**config.mk**
```make
export PLATFORM = sky130hd
export DESIGN_NAME = pll_rst_seq
export DESIGN_NICKNAME = d
export VERILOG_FILES = /design/src/rtl/clkgen_pkg.sv /design/src/rtl/sync2.sv /design/src/rtl/pll_rst_seq.sv
export SDC_FILE = /design/constraint.sdc
export NUM_CORES = 1
export LEC_CHECK = 0
export CELL_PAD_IN_SITES_DETAIL_PLACEMENT = 1
export CELL_PAD_IN_SITES_GLOBAL_PLACEMENT = 2
export CORE_MARGIN = 3
export CORE_UTILIZATION = 37
export CTS_CLUSTER_SIZE = 14
export DETAILED_ROUTE_END_ITERATION = 10
export HOLD_SLACK_MARGIN = 0.06
export PLACE_DENSITY_LB_ADDON = 0.1
export SYNTH_ARGS = -nofsm -noshare
export SYNTH_HDL_FRONTEND = slang
export SYNTH_HIERARCHICAL = 1
export SYNTH_SLANG_ARGS = --single-unit
```
**constraint.sdc**
```tcl
create_clock -name clk24_ref -period 2.7 [get_ports clk24_ref]
set_input_delay 0.54 -clock clk24_ref [delete_from_list [all_inputs] [get_ports clk24_ref]]
set_output_delay 0.54 -clock clk24_ref [all_outputs]
set_load 0.03 [all_outputs]
```
**src/rtl/clkgen_pkg.sv**
```systemverilog
// Shared definitions for the clock generator slice: sequencer state encoding
// and the counter-width helper.
package clkgen_pkg;

  typedef enum logic [2:0] {
    RESET_PLL = 3'd0,
    WAIT_LOCK = 3'd1,
    STABLE    = 3'd2,
    RELEASE   = 3'd3,
    RUN       = 3'd4,
    FAULT     = 3'd5
  } state_t;

  // One spare bit above the largest terminal count so the compare never aliases.
  function automatic int cnt_width(input int a, input int b, input int c);
    int m;
    m = a;
    if (b > m) m = b;
    if (c > m) m = c;
    return $clog2(m) + 1;
  endfunction

endpackage

```
**src/rtl/sync2.sv**
```systemverilog
// Two-flop synchroniser, asynchronous active-high reset to 0.
module sync2 (
  input  logic clk,
  input  logic rst,
  input  logic d,
  output logic q
);

  logic meta;

  always_ff @(posedge clk or posedge rst) begin
    if (rst) begin
      meta <= 1'b0;
      q    <= 1'b0;
    end else begin
      meta <= d;
      q    <= meta;
    end
  end

endmodule

```
**src/rtl/pll_rst_seq.sv**
```systemverilog
// PLL supervisor and staggered multi-domain reset sequencer in the clk24_ref domain.
// Outputs are registered from next-state so they move together with the state register.
module pll_rst_seq
  import clkgen_pkg::*;
#(
  parameter int PLL_RST_CYCLES = 4,
  parameter int LOCK_TIMEOUT   = 24000,
  parameter int STABLE_CYCLES  = 256,
  parameter int N_DOMAINS      = 5,
  parameter int RELEASE_GAP    = 16,
  parameter int MAX_RETRIES    = 7
) (
  input  logic                 clk24_ref,
  input  logic                 rst,
  input  logic                 locked,
  output logic                 pll_rst,
  output logic [N_DOMAINS-1:0] dom_rst,
  output logic                 ready,
  output logic                 lock_lost,
  output logic                 fault,
  output logic [7:0]           retries
);

  localparam int CW = cnt_width(LOCK_TIMEOUT, STABLE_CYCLES, RELEASE_GAP);
  localparam int KW = (N_DOMAINS > 1) ? $clog2(N_DOMAINS) : 1;

  state_t               state, state_n;
  logic [CW-1:0]        cnt, cnt_n;
  logic [KW-1:0]        k, k_n;
  logic [7:0]           retries_n;
  logic                 locked_s, fail, lost;
  logic                 pll_rst_n, ready_n, lock_lost_n, fault_n;
  logic [N_DOMAINS-1:0] dom_rst_n;

  sync2 u_lock_sync (
    .clk (clk24_ref),
    .rst (rst),
    .d   (locked),
    .q   (locked_s)
  );

  always_comb begin
    state_n   = state;
    cnt_n     = cnt + CW'(1);
    k_n       = '0;
    retries_n = retries;
    fail      = 1'b0;
    lost      = 1'b0;
    case (state)
      RESET_PLL: if (cnt == CW'(PLL_RST_CYCLES - 1)) begin
        state_n = WAIT_LOCK;
        cnt_n   = '0;
      end
      WAIT_LOCK: begin
        if (locked_s) begin
          state_n = STABLE;
          cnt_n   = '0;
        end else if (cnt == CW'(LOCK_TIMEOUT - 1)) begin
          fail = 1'b1;
        end
      end
      STABLE: begin
        if (!locked_s) begin
          fail = 1'b1;
        end else if (cnt == CW'(STABLE_CYCLES - 1)) begin
          state_n = RELEASE;
          cnt_n   = '0;
        end
      end
      RELEASE: begin
        k_n = k;
        if (!locked_s) begin
          lost = 1'b1;
        end else if (k == KW'(N_DOMAINS - 1)) begin
          state_n = RUN;
          cnt_n   = '0;
        end else if (cnt == CW'(RELEASE_GAP - 1)) begin
          k_n   = k + KW'(1);
          cnt_n = '0;
        end
      end
      RUN: begin
        cnt_n = '0;
        if (!locked_s) lost = 1'b1;
      end
      FAULT:   cnt_n = '0;
      default: begin
        state_n = RESET_PLL;
        cnt_n   = '0;
      end
    endcase

    if (fail) begin
      retries_n = retries + 8'd1;
      cnt_n     = '0;
      state_n   = (retries_n == 8'(MAX_RETRIES)) ? FAULT : RESET_PLL;
    end
    // Lock loss restarts the sequence without spending a retry.
    if (lost) begin
      state_n = RESET_PLL;
      cnt_n   = '0;
      k_n     = '0;
    end
    if (state_n == RUN) retries_n = '0;

    pll_rst_n   = (state_n == RESET_PLL) || (state_n == FAULT);
    ready_n     = (state_n == RUN);
    fault_n     = (state_n == FAULT);
    lock_lost_n = lost;
    for (int i = 0; i < N_DOMAINS; i++) begin
      if (state_n == RELEASE)  dom_rst_n[i] = (i > int'(k_n));
      else if (state_n == RUN) dom_rst_n[i] = 1'b0;
      else                     dom_rst_n[i] = 1'b1;
    end
  end

  always_ff @(posedge clk24_ref or posedge rst) begin
    if (rst) begin
      state     <= RESET_PLL;
      cnt       <= '0;
      k         <= '0;
      retries   <= '0;
      pll_rst   <= 1'b1;
      dom_rst   <= '1;
      ready     <= 1'b0;
      lock_lost <= 1'b0;
      fault     <= 1'b0;
    end else begin
      state     <= state_n;
      cnt       <= cnt_n;
      k         <= k_n;
      retries   <= retries_n;
      pll_rst   <= pll_rst_n;
      dom_rst   <= dom_rst_n;
      ready     <= ready_n;
      lock_lost <= lock_lost_n;
      fault     <= fault_n;
    end
  end

endmodule
```
==> metrics.md <==
| Metric | Value |
|---|---|
| Switching share of power | `roughly 40%` |
| Clock power share | `approximately 19%` |
| Hold Path Class | `flip-flop to flip-flop` |
| Setup CP Type | `flip-flop to flip-flop` |
| Crit path max fanout | `15` |
| CP startpoint | `u_lock_sync/q` |
| Crit-path leading delay family | `simple AND/OR/NAND/NOR gates` |
| RSZ-0062 raised after global routing | `false` |
| Num rows | `27` |
| Critical Path Slowest Stage Cell | `or4_4` |
| Residual DRC count | `0` |
| Largest net degree at the start of global routing | `40` |
| Max IR drop VDD | `approximately 0.32 mV` |
| Post-CTS Setup Bufs | `0` |
| Initial antenna violation count | `0` |
| Pwr/cell area | `roughly 760 mW/mm²` |
| IO Pins | `20` |
| Register clock-pin slew on the reported worst setup and hold paths | `80 ps` |
| Fin Hold WS | `about 360 ps` |
| Lkg Pwr | `between 1 and 1.5 nW` |
| Most common cell after layout, fill and taps aside | `dfrtp_1` |
| Highest-count cells in the layout ignoring fill and taps | `dfrtp_1 (35), nor3_1 (21), clkdlybuf4s50_1 (19)` |
| Final design utilization | `between 40% and 50%` |
| Hold Path Depth | `0` |
| Vias per cell | `approximately 5.7` |
| Total power | `between 0.0015 and 0.002 W` |
| Post-Syn Instances | `approximately 230` |
| CTS buffer count | `5` |
| Hold_sp | `u_lock_sync/meta` |
| Post-route setup TNS | `0 ps` |
| Sequential share of power | `42.7%` |
| Worst path required time | `between 2000 and 3000 ps` |
| CP max stage delay | `~580 ps` |
| Full die area | `about 0.007 mm²` |
| FF-to-FF End | `fault` |
| Internal power | `0.00120 W` |
| Via count | `between 1.5k and 2k` |
| Final Net Count | `between 200 and 300` |
| Post-DP HPWL | `about 4 mm` |
| Final Hold Viols | `0` |
| Status | `completed` |
| Worst slew margin | `59.1%` |
| Area Growth Syn to Fin | `15.0%` |
| Clock latency on the worst-skew pair | `290 ps` |
| Vias in the first global route | `approximately 1.9k` |
| Syn nets | `between 200 and 250` |
| CTS H-tree lvls | `2` |
| Crit path launch type | `flip-flop` |
| Share of layout cells above drive strength 1 | `a little over an eighth` |
| Warnings from Yosys | `6` |
| Longest Clk Path Bufs | `2` |
| Root Buffer | `clkbuf_8` |
| DR WL/cell | `~16 µm` |
| Slew Viols, Final | `0` |
| CTS tree | `yes` |
| Port Buf Inserts | `19` |
| First-pass GRT wire length | `between 9 and 10 mm` |
| CP endpoint kind | `flip-flop` |
| Least-Margin Pin Slew | `roughly 610 ps` |
| Initial core utilization | `39.8%` |
| Mapped Area | `~0.0023 mm²` |
| Critical path arrival | `between 2000 and 3000 ps` |
| Clk sink count | `41` |
| DIE HEIGHT | `84.4 µm` |
| R2R Path Start | `u_lock_sync/q` |
| Reg2reg setup slack | `around 370 ps` |
| Critical path buffers and inverters | `0` |
| GR Util All Layers | `~16%` |
| Synth Flop Type | `dfrtp_1` |
| Placeable core area | `about 0.0057 mm²` |
| Yosys reg bits | `approximately 40` |
| Initial drt markers | `80` |
| Antenna diodes | `0` |
| GRT overflow | `0` |
| Setup violators final | `0` |
| Total routed wirelength | `~5.3 mm` |
| Synth unique cells | `53` |
| FMAX | `approximately 430 MHz` |
| Resized cells post-CTS | `0` |
| Antenna viol nets, final | `0` |
| Crit-path cells | `nor4b_4 -> nand4b_4 -> o22a_4 -> or4_4 -> a22oi_2` |
| Period utilisation layout | `86.3%` |
| Hold Buf Count CTS | `0` |
| Syn_area_per_cell | `~10 µm²` |
| Worst Skew | `slightly below 9 ps` |
| Combinational share of power | `37.9%` |
| Number of synthesized flops with an enable pin | `0` |
| Post-route minimum period | `2330 ps` |
| Hold Path Sink | `u_lock_sync/q` |
| Max cap viols | `0` |
| Switching Power | `~0.00080 W` |
| Filler instances | `between 600 and 700` |
| Ys async rst share | `100%` |
| Die Wd | `approximately 84 µm` |
| Number of detailed-route iterations in the first pass | `4` |
| GP Congestion | `around 0.81` |
| Seq/Total Area, Yosys | `45.5%` |
| Worst reg-to-reg path cell count | `5` |
-- cell usage after synthesis, types with 4 or more instances --
library cell | instances | area (µm²)
nor3_1 | 21 | 105
dfstp_2 | 6 | 158
xor2_1 | 10 | 87.6
ha_1 | 5 | 62.6
dfrtp_1 | 35 | 876
o21ai_0 | 7 | 35.0
buf_2 | 4 | 20.0
or3_1 | 8 | 50.1
nand4_1 | 6 | 37.5
nand2b_1 | 4 | 25.0
xnor2_1 | 7 | 61.3
nand2_1 | 18 | 67.6
a21oi_1 | 13 | 65.1
inv_1 | 8 | 30.0
a31oi_1 | 4 | 25.0
or4_4 | 4 | 45.0
nand3_1 | 10 | 50.1
nor2_1 | 10 | 37.5
-- sequential cells by signal, indices dropped and copies added, names as in the netlist --
register and cells:
cnt 16, retries 8, dom_rst 5, k 3
state 3, fault 1, lock_lost 1, pll_rst 1
ready 1, u_lock_sync/meta 1, u_lock_sync/q 1
-- metal layers --
metal  wire, µm  up-vias  share of wire (%)  track usage [%]
met1       2470      910                 47             19.8
met5          0        -                  0                0
met3        111        5                2.1             3.43
met4         44        0               0.84             3.88
li1           -      875                  -                -
met2       2630       19                 50             27.3
-- stage by stage --
| stage | setup WS, ps | instances | instance area [µm²] |
|---|---|---|---|
| floorplan | 595 | 226 | 2270 |
| global placement | 417 | 312 | 2530 |
| detailed placement | 393 | 312 | 2530 |
| CTS | 355 | 320 | 2610 |
| global route | 257 | 320 | 2610 |
| finish | 371 | 320 | 2610 |
-- area by class of cell --
| cell class | count | area [µm²] | area share, % |
|---|---|---|---|
| multi-input combinational | 168 | 1160 | 44.3 |
| tap | 72 | 90.1 | 3.45 |
| inverter | 8 | 30.0 | 1.15 |
| clock buffer | 7 | 76.3 | 2.92 |
| sequential | 41 | 1030 | 39.5 |
| clock inverter | 1 | 5.00 | 0.191 |
| timing repair buffer | 23 | 220 | 8.43 |
-- cell families after synthesis --
logic type	after synthesis	share of synthesized area, %
xor gates and xnor gates	17	6.55
adders and majority gates	5	2.75
buffers and inverters	17	3.52
and+or+nand+nor	103	28.5
AOI/OAI and AO/OA	43	13.2
DFF	41	45.5
-- worst max path at each step --
stage                        end  slack (ps)  depth (start not counted)
after floorplan           cnt[6]         590                          6
after global placement     fault         420                          5
after detailed placement   fault         390                          5
after CTS                  fault         350                          5
after global routing       fault         260                          5
final                      fault         370                          5
-- worst register-to-register path, delay by kind of cell (launching register included) --
family | cells | cell delay [ps]
flip-flops | 1 | 520
AND/OR/NAND/NOR | 3 | 1250
AO/OA/AOI/OAI | 2 | 470
-- power groups by stage --
stage | Sequential (W) | Combinational [W] | Clock (W)
floorplan | 0.000911 | 0.000488 | 0
global placement | 0.000857 | 0.000750 | 0
detailed placement | 0.000862 | 0.000767 | 0
CTS | 0.000852 | 0.000770 | 0.000408
global route | 0.000870 | 0.000844 | 0.000431
finish | 0.000852 | 0.000757 | 0.000388
Power figures use the tool's default switching activity.
